## src/rtl/ntt_sched.sv

```systemverilog
// rtl/ntt_sched.sv - radix-2 NTT butterfly op sequencer with stage barrier and credit limit
module ntt_sched #(
  parameter int pLOG_N   = 8,
  parameter int pMAX_OUT = 8
) (
  input  logic              clk,
  input  logic              rstn,
  input  logic              start,
  input  logic              mode_i,
  output logic              busy,
  output logic              done,
  output logic              err,
  output logic              iss_vld,
  input  logic              iss_rdy,
  output logic              iss_mode,
  output logic [pLOG_N-1:0] iss_addr_a,
  output logic [pLOG_N-1:0] iss_addr_b,
  output logic [pLOG_N-1:0] iss_tw,
  output logic [3:0]        iss_stage,
  output logic              iss_last,
  input  logic              cmp_vld
);

  localparam logic [7:0]        MAX_OUT    = 8'(pMAX_OUT);
  localparam logic [3:0]        LAST_STAGE = 4'(pLOG_N - 1);
  localparam logic [3:0]        LOG_N      = 4'(pLOG_N);
  localparam logic [pLOG_N-1:0] ONE_N      = {{(pLOG_N-1){1'b0}}, 1'b1};
  localparam logic [pLOG_N-1:0] ONES_N     = {pLOG_N{1'b1}};

  typedef enum logic [1:0] {S_IDLE, S_ISSUE, S_DRAIN, S_DONE} state_t;

  state_t            state_q, state_d;
  logic [3:0]        stage_q, stage_d;
  logic [pLOG_N-1:0] grp_q, grp_d;
  logic [pLOG_N-1:0] idx_q, idx_d;
  logic [7:0]        out_q, out_d;
  logic              mode_q, mode_d;
  logic              err_q, err_d;

  // Per-stage geometry: lh = log2(half span), lg = log2(group count)
  logic [3:0]        lh, lg;
  logic [pLOG_N-1:0] half, idx_max, grp_max;
  logic [pLOG_N-1:0] addr_a, addr_b, tw;
  logic              in_issue, vld, hs, idx_end, grp_end;

  // Derive butterfly addressing from the stage/group/index counters
  always_comb begin
    lh      = mode_q ? stage_q : (LAST_STAGE - stage_q);
    lg      = LAST_STAGE - lh;
    half    = ONE_N << lh;
    idx_max = ~(ONES_N << lh);
    grp_max = ~(ONES_N << lg);
    // Group base g*2h is a shift because 2h is a power of two; bit lh of addr_a is always clear
    addr_a  = (grp_q << (lh + 4'd1)) | idx_q;
    addr_b  = addr_a | half;
    // Forward: (1<<s)+g; inverse: (N>>s)-1-g, where (N>>s)-1 is an all-ones mask
    tw      = mode_q ? ((ONES_N >> stage_q) - grp_q) : ((ONE_N << stage_q) + grp_q);
    idx_end = (idx_q == idx_max);
    grp_end = (grp_q == grp_max);
  end

  assign in_issue = (state_q == S_ISSUE);
  assign vld      = in_issue && (out_q != MAX_OUT);
  assign hs       = vld && iss_rdy;

  // Outstanding counter and sticky error on a completion with nothing in flight
  always_comb begin
    out_d = out_q;
    err_d = err_q;
    case ({hs, cmp_vld})
      2'b10:   out_d = out_q + 8'd1;
      2'b01:   out_d = (out_q == 8'd0) ? 8'd0 : (out_q - 8'd1);
      default: out_d = out_q;
    endcase
    if (state_q == S_IDLE && start) err_d = 1'b0;
    if (cmp_vld && out_q == 8'd0)   err_d = 1'b1;
  end

  // Next-state logic: issue a stage, drain it to zero outstanding, then advance
  always_comb begin
    state_d = state_q;
    stage_d = stage_q;
    grp_d   = grp_q;
    idx_d   = idx_q;
    mode_d  = mode_q;
    case (state_q)
      S_IDLE: begin
        if (start) begin
          state_d = S_ISSUE;
          mode_d  = mode_i;
          stage_d = 4'd0;
          grp_d   = '0;
          idx_d   = '0;
        end
      end
      S_ISSUE: begin
        if (hs) begin
          if (idx_end) begin
            idx_d = '0;
            if (grp_end) begin
              grp_d   = '0;
              state_d = S_DRAIN;
            end else begin
              grp_d = grp_q + ONE_N;
            end
          end else begin
            idx_d = idx_q + ONE_N;
          end
        end
      end
      S_DRAIN: begin
        if (out_d == 8'd0) begin
          if (stage_q == LAST_STAGE) begin
            state_d = S_DONE;
          end else begin
            stage_d = stage_q + 4'd1;
            state_d = S_ISSUE;
          end
        end
      end
      S_DONE:  state_d = S_IDLE;
      default: state_d = S_IDLE;
    endcase
  end

  // State and counter registers
  always_ff @(posedge clk or negedge rstn) begin
    if (!rstn) begin
      state_q <= S_IDLE;
      stage_q <= 4'd0;
      grp_q   <= '0;
      idx_q   <= '0;
      out_q   <= 8'd0;
      mode_q  <= 1'b0;
      err_q   <= 1'b0;
    end else begin
      state_q <= state_d;
      stage_q <= stage_d;
      grp_q   <= grp_d;
      idx_q   <= idx_d;
      out_q   <= out_d;
      mode_q  <= mode_d;
      err_q   <= err_d;
    end
  end

  // Payload is held through stalls and zeroed outside ISSUE
  always_comb begin
    busy       = (state_q == S_ISSUE) || (state_q == S_DRAIN);
    done       = (state_q == S_DONE);
    err        = err_q;
    iss_vld    = vld;
    iss_mode   = mode_q;
    iss_addr_a = in_issue ? addr_a  : '0;
    iss_addr_b = in_issue ? addr_b  : '0;
    iss_tw     = in_issue ? tw      : '0;
    iss_stage  = in_issue ? stage_q : 4'd0;
    iss_last   = in_issue && idx_end && grp_end && (stage_q == LAST_STAGE);
  end

endmodule
```

## config.mk

```make
export PLATFORM = sky130hd
export DESIGN_NAME = ntt_sched
export DESIGN_NICKNAME = d
export VERILOG_FILES = /design/src/rtl/ntt_sched.sv
export SDC_FILE = /design/constraint.sdc
export NUM_CORES = 1
export LEC_CHECK = 0
export BUFFER_PORTS_ARGS = -buffer_cell sky130_fd_sc_hd__buf_2
export CAP_MARGIN = 20
export CELL_PAD_IN_SITES_DETAIL_PLACEMENT = 0
export CELL_PAD_IN_SITES_GLOBAL_PLACEMENT = 1
export CORE_UTILIZATION = 30
export DETAILED_ROUTE_END_ITERATION = 8
export HOLD_SLACK_MARGIN = 0.03
export PLACE_DENSITY_LB_ADDON = 0.2
export SLEW_MARGIN = 25
export SYNTH_ARGS = -nofsm -noshare
export SYNTH_HDL_FRONTEND = slang
export SYNTH_SLANG_ARGS = --single-unit
```

## constraint.sdc

```tcl
create_clock -name clk -period 10.2 [get_ports clk]
set_input_delay 3.06 -clock clk [delete_from_list [all_inputs] [get_ports clk]]
set_output_delay 3.06 -clock clk [all_outputs]
set_load 0.05 [all_outputs]
```

==> impl_metrics.yaml, run 1 <==
logic_synthesis:
  synth-simple-area-share_pct: 24.1
  synthArstFlopShare_pct: 100
  synth_mux_area_share_pct: 4.51
  syn_nets: 536
  synth_xor_area_share_pct: 7.09
  synth-seq-cells: 32
  syn_avg_cell_area_um2: 7.86
  synth.area.top_cells: "dfrtp_1 (21%), ha_1 (13%), nor2_1 (6.2%)"
  synth_edf_count: 0
  synth_top_family_by_area: "simple AND/OR/NAND/NOR gates"
  synth_area_mm2: 0.00383
  netlist.area_leader.share_pct: 20.9
  synthCells: 487
  yosys.cell_types.count: 67
  synth_compound_area_share_pct: 22.2
  synth_top_flop_cell: "dfrtp_1"
  yosysSeqAreaShare_pct: 20.9
  yosysTopAreaCell: "dfrtp_1"
  synthAdderAreaFrac_pct: 14.4
  yosys_warnings: 0
cts:
  clk_pin_slew_ns: 0.05
  cts_num_sinks: 32
  cts_root_buf: "clkbuf_16"
  clk_latency_ns: 0.28
  cts_resized: 0
  numCtsBuffers: 5
  cts.htree.levels: 2
  tritoncts: "built"
  cts_hold_buf: 0
  cts_setup_buffers: 0
  cts_max_path_buffers: 2
sta:
  fin_skew_ns: 0.00343
  rsz0062_at_grt: "no"
  final_hold_viol_count: 0
  fin_crit_ns: 7.49
  slew_headroom_pct: 37.1
  finalMaxSlewViolations: 0
  fin_crit_sh_pct: 73.4
  setup_viol: 0
  worstMarginPinSlew_ns: 0.932
  fin_setup_tns_ns: 0
  timing.fmax_mhz: 134
pwr:
  p_per_area_mw_per_mm2: 295
  p_leak_nw: 1.94
  peakVddDrop_mv: 0.113
critical_path:
  cp-end-kind: "output port"
  cp-start-kind: "flop"
  worstPathRequired_ns: 7.14
  crit_type: "flop to output port"
  r2r_start: "out_q[0]"
  reg2reg_depth: 14
  crit_fanout: 26
  ff2ff_setup_slack_ns: 4.88
  r2r_end: "stage_q[1]"
  cp.arrival_ns: 4.43
die:
  io_pins: 40
  rows: 40
  core_area_mm2: 0.0122
  die_width_um: 115
  start_util_pct: 31.3
  dieArea_mm2: 0.0132
  fp.dieH_um: 115
layout:
  fin_nets: 558
  n_antenna_cell: 0
  fill_cells: 1345
  fin_cells: 678
  utilization_pct: 35.1
  drive_gt1_share_pct: 13.9
  syn_to_final_growth_pct: 11.9
grt:
  overflow: 0
  grt_max_degree: 33
  grt_pass1_wl_mm: 18.4
  antenna_found_initial: 0
  grt_pass1_vias: 3433
  grt_use_total_pct: 17.8
worst_hold_path:
  hold_end: "err"
  hold_class: "flop to flop"
  hold_start: "err"
  hold_depth: 1
route:
  vias: 3544
  viasPerCell: 5.23
  wire_per_inst_um: 16.6
  firstDrtPassIters: 4
  drc: 0
  wirelength_mm: 11.3
  ant_nets: 0
  drtIter0Drc: 167
outcome:
  status: "completed"
place:
  place.port_buffers: 39
  gp_congestion: 0.789
  placedCellCount: 670
  hpwlAfterDp_mm: 8.42
flow_run:
  drv_cap: 0
## cell families (layout without fill, tap and decap cells)
group,count (synthesis),in the layout
compound gates,126,126
xor+xnor,31,31
fa+ha+maj,43,43
buf+inv,62,85
flops,32,32
mux,12,12
simple gates,181,181
## cells in the mapped netlist, types with 7 or more instances
cell,count
nor2_1,63
ha_1,41
inv_1,33
a21oi_1,32
dfrtp_1,32
nand2_1,31
xnor2_1,21
o21ai_0,18
a21o_1,17
nand3_1,16
clkbuf_1,15
nor3_1,10
xor2_1,10
nand4_1,9
and2_1,8
nor2b_1,7
## report_power, final
group          leakage (nW)  switching [W]  internal [W]
Combinational          1.44       0.000580      0.000284
Sequential            0.429      0.0000889      0.000158
Clock                0.0766      0.0000562     0.0000962
## cells in the final DEF, fill, tap and decap left out, types with 6 or more instances in the layout
cell     synthesis  final
nor2_1          63     63
ha_1            41     41
buf_2            5     39
inv_1           33     33
a21oi_1         32     32
dfrtp_1         32     32
nand2_1         31     31
xnor2_1         21     21
o21ai_0         18     18
a21o_1          17     17
nand3_1         16     16
nor3_1          10     10
xor2_1          10     10
nand4_1          9      9
and2_1           8      8
nor2b_1          7      7
mux2i_1          6      6
## worst max-delay path by stage
stage	start	end	slack, ns
final	iss_mode	iss_last	2.71
after global routing	iss_mode	iss_last	2.30
after floorplan	iss_mode	iss_last	2.88
after global placement	iss_mode	iss_last	3.13
after detailed placement	iss_mode	iss_last	3.00
after CTS	iss_mode	iss_last	2.69
## routing by layer
layer | GRT usage, % | routed length, um | vias up
li1 | - | - | 1783
met1 | 25.0 | 5510 | 1685
met2 | 30.2 | 5310 | 71
met3 | 1.90 | 393 | 5
met4 | 2.34 | 64 | 0
met5 | 0 | 0 | -
## metrics by stage
step	area (um2)	power, W	hold WS [ns]	setup slack, ns
floorplan	3830	0.000918	0.523	2.88
global placement	4130	0.00111	0.506	3.13
detailed placement	4130	0.00111	0.540	3.00
CTS	4280	0.00127	0.556	2.69
global route	4280	0.00137	0.561	2.30
finish	4280	0.00126	0.562	2.71
## critical path, stage by stage, from the launching register on
cell      delay, ns
dfrtp_1        0.71
xnor2_1        0.92
clkinv_1       0.50
ha_1           0.47
nor3b_1        0.22
o21ai_0        0.09
a22oi_1        0.21
a22oi_1        0.12
or2_2          0.34
nor3_1         0.26
buf_2          0.31
## sequential cells by signal, indices dropped and copies added (netlist names)
name / cells
out_q: 8
idx_q: 8
iss_mode: 1
state_q: 2
grp_q: 8
err: 1
stage_q: 4
## layout make-up
class / count / area [um2] / share of cell area (%)
inverters: 35 / 131 / 3.07
repair buffers: 42 / 218 / 5.08
well taps: 168 / 210 / 4.91
clock inverters: 2 / 10.0 / 0.234
clock buffers: 6 / 139 / 3.24
multi-input cells: 393 / 2770 / 64.8
flip-flops and latches: 32 / 801 / 18.7
Note: power is estimated with default switching activity, not from simulation.
==> inputs of run 2 (changes only) <==
Clock period 10.2 ns to 6.5 ns, I/O delays scaled along.
==> run 2 against run 1 <==
Critical path depth unchanged. Sequential cell count unchanged. Non-clock buffer count increased by 3. Die area unchanged. Largest power group unchanged. Highest routed layer unchanged.
==> impl_metrics.yaml, run 2 (synthesized netlist as in run 1, its figures left out) <==
route:
  wirelength_mm: 11.3
  vias: 3643
  drc: 0
  viasPerCell: 5.35
  ant_nets: 0
  wire_per_inst_um: 16.6
  drtIter0Drc: 214
  firstDrtPassIters: 4
critical_path:
  cp.arrival_ns: 3.64
  startpoint: "stage_q[1]"
  r2r_start: "out_q[0]"
  worstPathRequired_ns: 4.55
  crit_fanout: 13
  crit_chain: "xnor2_1, inv_1, ha_1, nor3b_1, o21ai_0, a22oi_1, a22oi_1, or2_2, nor3_1, buf_2"
  crit_type: "flop to output port"
  path_buf_inv: 2
  worst_path_max_delay_cell: "xnor2_1"
  cp-end-kind: "output port"
  cp_top_family: "simple AND/OR/NAND/NOR gates"
  crit_path_frequent_cell: "a22oi_1"
  cp-start-kind: "flop"
  slowest_delay_ns: 0.61
sta:
  slew_headroom_pct: 36.5
  rsz0062_at_grt: "no"
  worstMarginPinSlew_ns: 0.941
  final_hold_viol_count: 0
  fin_setup_tns_ns: 0
  setup_viol: 0
  fin_crit_ns: 5.59
  fin_skew_ns: 0.00778
  finalMaxSlewViolations: 0
  timing.fmax_mhz: 179
  fin_crit_sh_pct: 86.0
cts:
  cts_num_sinks: 32
  cts_setup_buffers: 0
  clk_latency_ns: 0.28
  cts_max_path_buffers: 2
  tritoncts: "built"
  clk_pin_slew_ns: 0.05
  numCtsBuffers: 5
  cts_resized: 0
  cts_hold_buf: 0
  cts_root_buf: "clkbuf_16"
  cts.htree.levels: 2
layout:
  final_common_cell: "nor2_1"
  layout_common_cells: "nor2_1 (63), ha_1 (41), buf_2 (39)"
  syn_to_final_growth_pct: 12.3
  n_antenna_cell: 0
  regArea_um2: 801
  drive_gt1_share_pct: 13.8
  top_regs: "grp_q x8, idx_q x8, out_q x8"
  utilization_pct: 35.2
  fin_cells: 681
  fin_nets: 561
  design_area_mm2: 0.00430
  fill_cells: 1350
  multi_input_area_mm2: 0.00277
place:
  gp_congestion: 0.852
  place.port_buffers: 39
  hpwlAfterDp_mm: 8.48
  place_area_mm2: 0.00415
  placedCellCount: 673
die:
  dieArea_mm2: 0.0132
  core_area_mm2: 0.0122
  fp.dieH_um: 115
  start_util_pct: 31.3
  io_pins: 40
  die_width_um: 115
  rows: 40
worst_hold_path:
  hold_class: "flop to flop"
  hold_start: "err"
outcome:
  status: "completed"
grt:
  grt_use_total_pct: 17.8
  grt_pass1_vias: 3532
  antenna_found_initial: 0
  grt_pass1_wl_mm: 18.4
  overflow: 0
  grt_max_degree: 33
pwr:
  peakVddDrop_mv: 0.195
  p_leak_nw: 1.95
  p_per_area_mw_per_mm2: 465
flow_run:
  drv_cap: 0
[run 2: cell count changes in the layout (fill, tap and decap cells not counted), sizes merged]
cell	previous run	this run
clkbuf	6	8
clkinv	4	2
buf	42	45
[run 2: through the flow]
step                total power, W  hold WS [ns]  worst slack, ns
CTS                        0.00201         0.514            0.912
global placement           0.00177         0.485             1.14
finish                     0.00200         0.516            0.912
detailed placement         0.00177         0.499             1.09
global route               0.00217         0.556            0.631
floorplan                  0.00144         0.523            0.287
[run 2: where the power goes]
| part | switching, W | internal, W | total [W] |
|---|---|---|---|
| combinational | 0.000938 | 0.000460 | 0.00140 |
| clock | 0.0000805 | 0.000152 | 0.000233 |
| sequential | 0.000121 | 0.000248 | 0.000368 |
| total | 0.00114 | 0.000860 | 0.00200 |
[run 2: final timing paths]
path                                   end  slack [ns]  depth (start not counted)
max in group asynchronous         grp_q[0]        4.24                          1
worst min-delay path                   err        0.52                          1
worst max-delay path              iss_last        0.91                         10
min in group asynchronous         out_q[0]        1.75                          1
worst min register to register         err        0.52                          1
worst max register to register  stage_q[1]        1.27                         14
[run 2: area by class of cell]
cell class | count | share of cell area [%]
multi-input combinational | 393 | 64.4
sequential | 32 | 18.6
timing repair buffer | 45 | 5.59
tap | 168 | 4.89
clock buffer | 8 | 3.41
inverter | 35 | 3.06
[run 2: metal layers]
| layer | global-route usage, % | routed length (um) | vias to the layer above |
|---|---|---|---|
| li1 | - | - | 1791 |
| met1 | 24.8 | 5560 | 1773 |
| met2 | 29.2 | 5220 | 67 |
| met3 | 2.42 | 364 | 12 |
| met4 | 4.50 | 179 | 0 |
| met5 | 0 | 0 | - |
[run 2: worst register-to-register path: cells and delay by family (launching register included)]
family,cells,cell delay (ns)
buffers and inverters,2,0.22
DFF,1,0.48
adders and majority gates,2,0.70
AOI/OAI and AO/OA,6,1.87
and+or+nand+nor,4,1.84
